$ cat src/rtl/regfile_pkg.sv
// Shared definitions for the scoreboarded register file: address-width helper,
// supported port-count limits and the classification of protocol errors.
package regfile_pkg;

   localparam int MAX_READ_PORTS  = 4;
   localparam int MAX_WRITE_PORTS = 2;

   // Why the sticky Error flag was raised; collision outranks an unexpected write.
   typedef enum logic [1:0] {
      ERR_NONE       = 2'd0,
      ERR_COLLISION  = 2'd1,
      ERR_UNEXPECTED = 2'd2
   } err_cause_e;

   // Register-address width for a register count (count is a power of two >= 2).
   function automatic int addr_width(input int count);
      return (count < 2) ? 1 : $clog2(count);
   endfunction

endpackage

$ cat src/rtl/regfile_scoreboard.sv
// Busy scoreboard for the register file: one busy bit per register, cleared
// by writeback and set by an accepted issue, plus the sticky protocol-error flag.
module regfile_scoreboard
   import regfile_pkg::*;
#(
   parameter int REGISTER_COUNT = 32
)(
   input  logic                                  clk,
   input  logic                                  reset,
   input  logic [REGISTER_COUNT-1:0]             clearing,
   input  logic                                  collision,
   input  logic                                  issue_set,
   input  logic [addr_width(REGISTER_COUNT)-1:0] issue_rd,
   output logic [REGISTER_COUNT-1:0]             busy,
   output logic                                  error
);

   logic [REGISTER_COUNT-1:0] busy_q;
   logic [REGISTER_COUNT-1:0] busy_nxt;
   logic                      error_q;
   err_cause_e                cause;

   // Classify this cycle's writeback: a port collision, or a write to an idle register
   always_comb begin
      cause = ERR_NONE;
      if (collision) begin
         cause = ERR_COLLISION;
      end else if (|(clearing & ~busy_q)) begin
         cause = ERR_UNEXPECTED;
      end
   end

   // Clears apply first and the accepted issue sets afterwards, so clear+set on one register leaves it busy
   always_comb begin
      busy_nxt = busy_q & ~clearing;
      if (issue_set) begin
         busy_nxt[issue_rd] = 1'b1;
      end
      busy_nxt[0] = 1'b0;
   end

   // Scoreboard and sticky error state; only reset clears the error
   always_ff @(posedge clk or negedge reset) begin
      if (!reset) begin
         busy_q  <= '0;
         error_q <= 1'b0;
      end else begin
         busy_q <= busy_nxt;
         if (cause != ERR_NONE) begin
            error_q <= 1'b1;
         end
      end
   end

   assign busy  = busy_q;
   assign error = error_q;

endmodule

$ cat src/rtl/register_file_scoreboard.sv
// Multi-port integer register file with busy scoreboard, optional same-cycle
// write-to-read forwarding and issue hazard check (RAW on operands, WAW on rd).
// Register 0 reads as zero, ignores writes and is never busy.
module register_file_scoreboard
   import regfile_pkg::*;
#(
   parameter int REGISTER_COUNT = 32,
   parameter int WIDTH          = 32,
   parameter int READ_PORTS     = 2,
   parameter int WRITE_PORTS    = 1,
   parameter bit BYPASS         = 1'b1
)(
   input  logic                                                    clk,
   input  logic                                                    reset,
   input  logic [WRITE_PORTS-1:0]                                  WriteEnable,
   input  logic [WRITE_PORTS-1:0][addr_width(REGISTER_COUNT)-1:0]  WriteAdr,
   input  logic [WRITE_PORTS-1:0][WIDTH-1:0]                       WriteData,
   input  logic [READ_PORTS-1:0][addr_width(REGISTER_COUNT)-1:0]   ReadAdr,
   input  logic [READ_PORTS-1:0]                                   ReadUse,
   output logic [READ_PORTS-1:0][WIDTH-1:0]                        ReadData,
   output logic [READ_PORTS-1:0]                                   ReadReady,
   input  logic                                                    IssueValid,
   input  logic                                                    IssueWrites,
   input  logic [addr_width(REGISTER_COUNT)-1:0]                   IssueRd,
   output logic                                                    IssueAccept,
   output logic [REGISTER_COUNT-1:0]                               Busy,
   output logic                                                    Error
);

   localparam int AW = addr_width(REGISTER_COUNT);

   generate
      if (READ_PORTS < 1 || READ_PORTS > MAX_READ_PORTS ||
          WRITE_PORTS < 1 || WRITE_PORTS > MAX_WRITE_PORTS) begin : g_bad_ports
         $error("register_file_scoreboard: unsupported read/write port count");
      end
   endgenerate

   logic [WRITE_PORTS-1:0]                wr_en;
   logic [REGISTER_COUNT-1:0]             clearing;
   logic [REGISTER_COUNT-1:0][WIDTH-1:0]  wr_val;
   logic                                  collision;
   logic [REGISTER_COUNT-1:0][WIDTH-1:0]  regs;
   logic [REGISTER_COUNT-1:0]             busy;
   logic                                  error;
   logic                                  operands_ok;
   logic                                  dest_ok;
   logic                                  issue_set;

   // Qualify write strobes: r0 targets are dropped, and reset suppresses forwarding
   always_comb begin
      wr_en = '0;
      for (int p = 0; p < WRITE_PORTS; p++) begin
         wr_en[p] = WriteEnable[p] && reset && (WriteAdr[p] != '0);
      end
   end

   // Per-register write decode; later ports override earlier ones on a shared target
   always_comb begin
      clearing = '0;
      wr_val   = '0;
      for (int p = 0; p < WRITE_PORTS; p++) begin
         if (wr_en[p]) begin
            clearing[WriteAdr[p]] = 1'b1;
            wr_val[WriteAdr[p]]   = WriteData[p];
         end
      end
   end

   // Detect two qualified write ports naming the same register
   always_comb begin
      collision = 1'b0;
      for (int a = 0; a < WRITE_PORTS; a++) begin
         for (int b = a + 1; b < WRITE_PORTS; b++) begin
            if (wr_en[a] && wr_en[b] && (WriteAdr[a] == WriteAdr[b])) begin
               collision = 1'b1;
            end
         end
      end
   end

   // Register storage with per-register load enable; index 0 never loads and stays zero
   always_ff @(posedge clk or negedge reset) begin
      if (!reset) begin
         regs <= '0;
      end else begin
         for (int i = 1; i < REGISTER_COUNT; i++) begin
            if (clearing[i]) begin
               regs[i] <= wr_val[i];
            end
         end
      end
   end

   // Read mux per port; with forwarding, a same-cycle write supplies both value and readiness
   always_comb begin
      ReadData  = '0;
      ReadReady = '0;
      for (int r = 0; r < READ_PORTS; r++) begin
         ReadData[r]  = regs[ReadAdr[r]];
         ReadReady[r] = !busy[ReadAdr[r]];
         if (BYPASS && clearing[ReadAdr[r]]) begin
            ReadData[r]  = wr_val[ReadAdr[r]];
            ReadReady[r] = 1'b1;
         end
      end
   end

   // Hazard check for the candidate instruction; deliberately independent of IssueValid
   always_comb begin
      operands_ok = &(ReadReady | ~ReadUse);
      dest_ok     = !IssueWrites || !busy[IssueRd] || clearing[IssueRd];
      IssueAccept = operands_ok && dest_ok;
   end

   assign issue_set = IssueValid && IssueAccept && IssueWrites && (IssueRd != '0);

   regfile_scoreboard #(
      .REGISTER_COUNT (REGISTER_COUNT)
   ) u_scoreboard (
      .clk       (clk),
      .reset     (reset),
      .clearing  (clearing),
      .collision (collision),
      .issue_set (issue_set),
      .issue_rd  (IssueRd[AW-1:0]),
      .busy      (busy),
      .error     (error)
   );

   assign Busy  = busy;
   assign Error = error;

endmodule

$ cat config.mk
export PLATFORM = sky130hd
export DESIGN_NAME = register_file_scoreboard
export DESIGN_NICKNAME = d
export VERILOG_FILES = /design/src/rtl/regfile_pkg.sv /design/src/rtl/regfile_scoreboard.sv /design/src/rtl/register_file_scoreboard.sv
export SDC_FILE = /design/constraint.sdc
export NUM_CORES = 2
export LEC_CHECK = 0
export ABC_AREA = 1
export CELL_PAD_IN_SITES_DETAIL_PLACEMENT = 1
export CELL_PAD_IN_SITES_GLOBAL_PLACEMENT = 1
export CORE_MARGIN = 2
export CORE_UTILIZATION = 52
export CTS_BUF_LIST = sky130_fd_sc_hd__clkbuf_8
export DETAILED_ROUTE_END_ITERATION = 16
export PLACE_DENSITY_LB_ADDON = 0.1
export SYNTH_ARGS = -nofsm -noshare
export SYNTH_HDL_FRONTEND = slang
export SYNTH_SLANG_ARGS = --single-unit
export TNS_END_PERCENT = 10
$ cat constraint.sdc
create_clock -name clk -period 4.7 [get_ports clk]
set_input_delay 0.94 -clock clk [delete_from_list [all_inputs] [get_ports clk]]
set_output_delay 0.94 -clock clk [all_outputs]
set_load 0.03 [all_outputs]
==> results.toml, run 1 <==
[status]
status = "aborted with a tool error"
haltStage = "global routing (5_1_grt)"
first-error = "[ERROR GRT-0232] Routing congestion too high. Check the congestion heatmap in the GUI."

[logic_synthesis]
ys_ff_latch = 1024
postSynthCellCount = 8184
synthDistinctLibCells = 56
synthFlopType = "dfrtp_1"
ys_async_sr_fraction = 1.000
yosysWarnings = 32
seq_area_frac_synth = 0.4252
synthesis.nets = 8243
synth_edf_count = 0
synth_area_per_cell_um2 = 7.363
syn_area_um2 = 60260

[floorplanning]
rows = 124
io_pins = 159
chipWidth_um = 344.4
die_h_um = 344.4
start_util = 0.5256

[global_routing]
grt_use_total = 0.8801
grt_max_degree = 160
grt-ovfl-total = 873
antenna_found_initial = 71

[sta]
endpoint_type = "primary output"
worst_endpoint = "ReadData[45]"

[clock_network]
numCtsBuffers = 178
hold_buffers = 0
root_buffer = "clkbuf_8"
cts_buffer_depth = 3
h-tree-depth = 4
cts_num_sinks = 1024

[place]
portBuffers = 157
dp_slack_ns = -0.7502
dp_hpwl_mm = 242.7
place.gp.congestion = 1.173
[Yosys cell counts, drive strengths merged (59+ instances only)]
library cell,count,share of area
a21oi,675,0.056
buf,150,0.012
clkbuf,625,0.040
dfrtp,1024,0.43
inv,758,0.047
nand2,1745,0.11
nand3,190,0.016
nor2,257,0.017
o2111ai,112,0.016
o211ai,279,0.035
o21ai,1746,0.15
o221ai,282,0.041
o22ai,59,0.0061
[cell families after synthesis]
kind of cell,share of synthesized area
AO/OA/AOI/OAI,0.3250
flip-flops,0.4252
AND/OR/NAND/NOR,0.1483
other,0.00006223
buffers and inverters,0.1014
[layer usage]
metal / GRT usage / GRT overflow
met5: 0.6098 / 24
met1: 0.8908 / 107
met2: 0.9676 / 366
met4: 0.8532 / 252
met3: 0.8017 / 124
[stage by stage]
step	hold slack [ns]	std cells	area, um^2
after floorplan	0.4530	8184	60260
after global placement	0.4650	9899	68510
after detailed placement	0.4732	9899	68510
after CTS	0.09946	10230	72480
[timing repair]
item / 4_1_cts
setup buffers: 11
pin swaps: 7
gates resized for setup: 62
setup endpoints to repair: 66
==> run 2: changes to the inputs <==
--- a/config.mk
+++ b/config.mk
@@ -6,13 +6,10 @@
 export NUM_CORES = 2
 export LEC_CHECK = 0
 export ABC_AREA = 1
-export CELL_PAD_IN_SITES_DETAIL_PLACEMENT = 1
-export CELL_PAD_IN_SITES_GLOBAL_PLACEMENT = 1
 export CORE_MARGIN = 2
-export CORE_UTILIZATION = 52
-export CTS_BUF_LIST = sky130_fd_sc_hd__clkbuf_8
+export CORE_UTILIZATION = 40
 export DETAILED_ROUTE_END_ITERATION = 16
-export PLACE_DENSITY_LB_ADDON = 0.1
+export PLACE_DENSITY_LB_ADDON = 0.15
 export SYNTH_ARGS = -nofsm -noshare
 export SYNTH_HDL_FRONTEND = slang
 export SYNTH_SLANG_ARGS = --single-unit
==> run 2 against run 1 <==
The flow now finishes, with violations (negative setup slack). Area after synthesis unchanged. Synthesized cell count unchanged.
==> results.toml, run 2 <==
[routing]
dr.pass1.iters = 10
wire_per_inst_um = 32.43
vias = 68190
first_iter_violations = 10180
wl_mm = 344.4
vias_per_cell = 6.420
drtAntennaViolNets = 0
route.detailed.drc = 0

[power_and_ir_drop]
switching_power_w = 0.009133
p_seq_frac = 0.404
intPower_w = 0.01786
power_density_nw_per_um2 = 366.6
pwr-share-comb = 0.234
peakVddDrop_uv = 301.6
leakagePower_nw = 32.17
pwr-share-clk = 0.363
sw_frac_of_total = 0.3384

[logic_synthesis]
yosysWarnings = 32
seq_area_frac_synth = 0.4252
synthFlopType = "dfrtp_1"
yosysTopAreaCell = "dfrtp_1"
synth_top_area_frac = 0.4252
postSynthCellCount = 8184
yosysMostFrequentCell = "o21ai_0"
synthDistinctLibCells = 56
synthTopCellsByCount = "1737 x o21ai_0, 1736 x nand2_1, 1024 x dfrtp_1"
ys_ff_latch = 1024
synth_edf_count = 0
synth_area_per_cell_um2 = 7.363
synthesis.nets = 8243
synthTopCellsByArea = "dfrtp_1 43%, o21ai_0 14%, nand2_1 11%"
syn_area_um2 = 60260
ys_async_sr_fraction = 1.000

[sta]
finalSetupViolCount = 1
hold_violations = 0
relSlewSlack = 0.2295
finalWorstSetupSlack_ns = -0.1194
finalMaxSlewViolations = 0
period_minus_slack_ns = 4.819
tightest_slew_ns = 1.141
skew_ns = 0.02375
tns_ns = -0.1194
fmaxAchievable_mhz = 207.5
post-route-period-util = 1.025

[setup_path]
path_max_fanout = 10
crit_required_ns = 3.76
cp.arrival_ns = 3.88
r2r_slack_ns = 1.93
critPathCaptureType = "primary output"
crit_type = "in -> out"
cp-start-kind = "input pin"

[place]
place.gp.congestion = 1.077
dp_slack_ns = -0.6015
dp_hpwl_mm = 228.3
portBuffers = 157

[final_layout]
fill_cells = 14880
final_cell_mix = "1726 x o21ai_0, 1697 x nand2_1, 1024 x dfrtp_1"
layout_commonest_cell = "o21ai_0"
regMostFlops = "regs"
largest_reg_flops = 992
area_growth_pct = 22.18
drive_above_1_share = 0.1443
layout.nets = 8552

[floorplanning]
io_pins = 159
chipWidth_um = 392.1
die_h_um = 392.1
start_util = 0.4023
rows = 142
fp.coreArea_um2 = 149800
fp.dieArea_um2 = 153800

[min_path]
hold_path_class = "in -> async"

[clock_network]
h-tree-depth = 3
insertion_delay_ns = 0.77
hold_buffers = 0
cts_buffer_depth = 3
cts_tree = "done"
root_buffer = "clkbuf_16"
cts_num_sinks = 1024
numCtsBuffers = 120
clkTransAtPathRegs_ns = 0.06

[global_routing]
grt_pass1_vias = 63590
grt_max_degree = 152
grt_pass1_wl_mm = 484.8
grt-ovfl-total = 0
antenna_found_initial = 25
grt_use_total = 0.4399

[status]
violations = "negative setup slack"
status = "complete, but fails checks"

[run]
maxCapViolations = 0
-- run 2: cell counts after synthesis --
Identical to the previous run, type by type.
-- run 2: final cells by class --
type                            instances  area, um^2  area share
Multi-Input combinational cell       5606       29060      0.3948
Sequential cell                      1024       25620      0.3481
Timing Repair Buffer                  972        9376      0.1274
Clock buffer                          172        3508     0.04765
Inverter                              769        2955     0.04014
Tap cell                             2016        2522     0.03426
Clock inverter                         46       531.8    0.007223
Antenna cell                           16       40.04   0.0005438
-- run 2: through the flow --
step,power [W],hold WS (ns),cells,cell area [um^2],util
floorplan,0.01407,0.4530,8184,60260,-
global placement,0.01696,0.4656,10380,69220,0.4621
detailed placement,0.01706,0.4725,10380,69220,0.4621
CTS,0.02680,0.2651,10600,73480,0.4906
global route,0.02796,0.2887,10610,73600,0.4914
finish,0.02699,0.2474,10620,73620,0.4916
-- run 2: critical path: stages --
cell	delay (ns)
clkdlybuf4s50_1	0.79
inv_1	0.45
buf_4	0.26
nor2_1	0.07
o21ai_0	0.20
o21ai_0	0.10
o21ai_0	0.15
a21oi_1	0.09
o21ai_0	0.28
nand3_1	0.30
buf_12	0.22
-- run 2: final timing paths --
| kind | from | endpoint | cells after the start |
|---|---|---|---|
| worst min-delay path | reset | regs[768]$_DFFE_PN0P_ | 2 |
| worst min register to register | regs[602]$_DFFE_PN0P_ | regs[602]$_DFFE_PN0P_ | 2 |
| min in group clk | regs[602]$_DFFE_PN0P_ | regs[602]$_DFFE_PN0P_ | 2 |
| worst max register to register | u_scoreboard.busy[18]$_DFF_PN0_ | u_scoreboard.busy[21]$_DFF_PN0_ | 12 |
| worst max-delay path | WriteData[29] | ReadData[29] | 11 |
| max in group asynchronous | reset | regs[984]$_DFFE_PN0P_ | 4 |
-- run 2: logic make-up (layout without fill, tap and decap cells) --
group                  after synthesis  after routing  synth area share
AO/OA/AOI/OAI                     3352           3352            0.3250
buffers and inverters             1554           1959            0.1014
other                                1             17        0.00006223
flip-flops                        1024           1024            0.4252
AND/OR/NAND/NOR                   2253           2253            0.1483
-- run 2: power by group through the flow --
stage	Combinational (W)	Sequential, W	Clock, W
6_report	0.00631	0.0109	0.00978
5_1_grt	0.00674	0.0110	0.0102
4_1_cts	0.00611	0.0109	0.00984
3_5_place_dp	0.00607	0.0110	0
3_3_place_gp	0.00600	0.0110	0
2_1_floorplan	0.00319	0.0109	0
-- run 2: layer usage --
metal / up-vias / routed length [um] / GRT usage
met5: - / 123 / 0
met4: 20 / 26190 / 0.2790
met3: 1237 / 43380 / 0.1274
met2: 4963 / 141100 / 0.6273
met1: 33010 / 133600 / 0.5816
li1: 28960 / - / -
-- run 2: repair_timing --
item                       4_1_cts  5_1_grt
pin swaps                       10        7
resized for setup               72       39
buffers inserted                 4        3
setup endpoints to repair       67       64
Power figures use the tool's default switching activity.
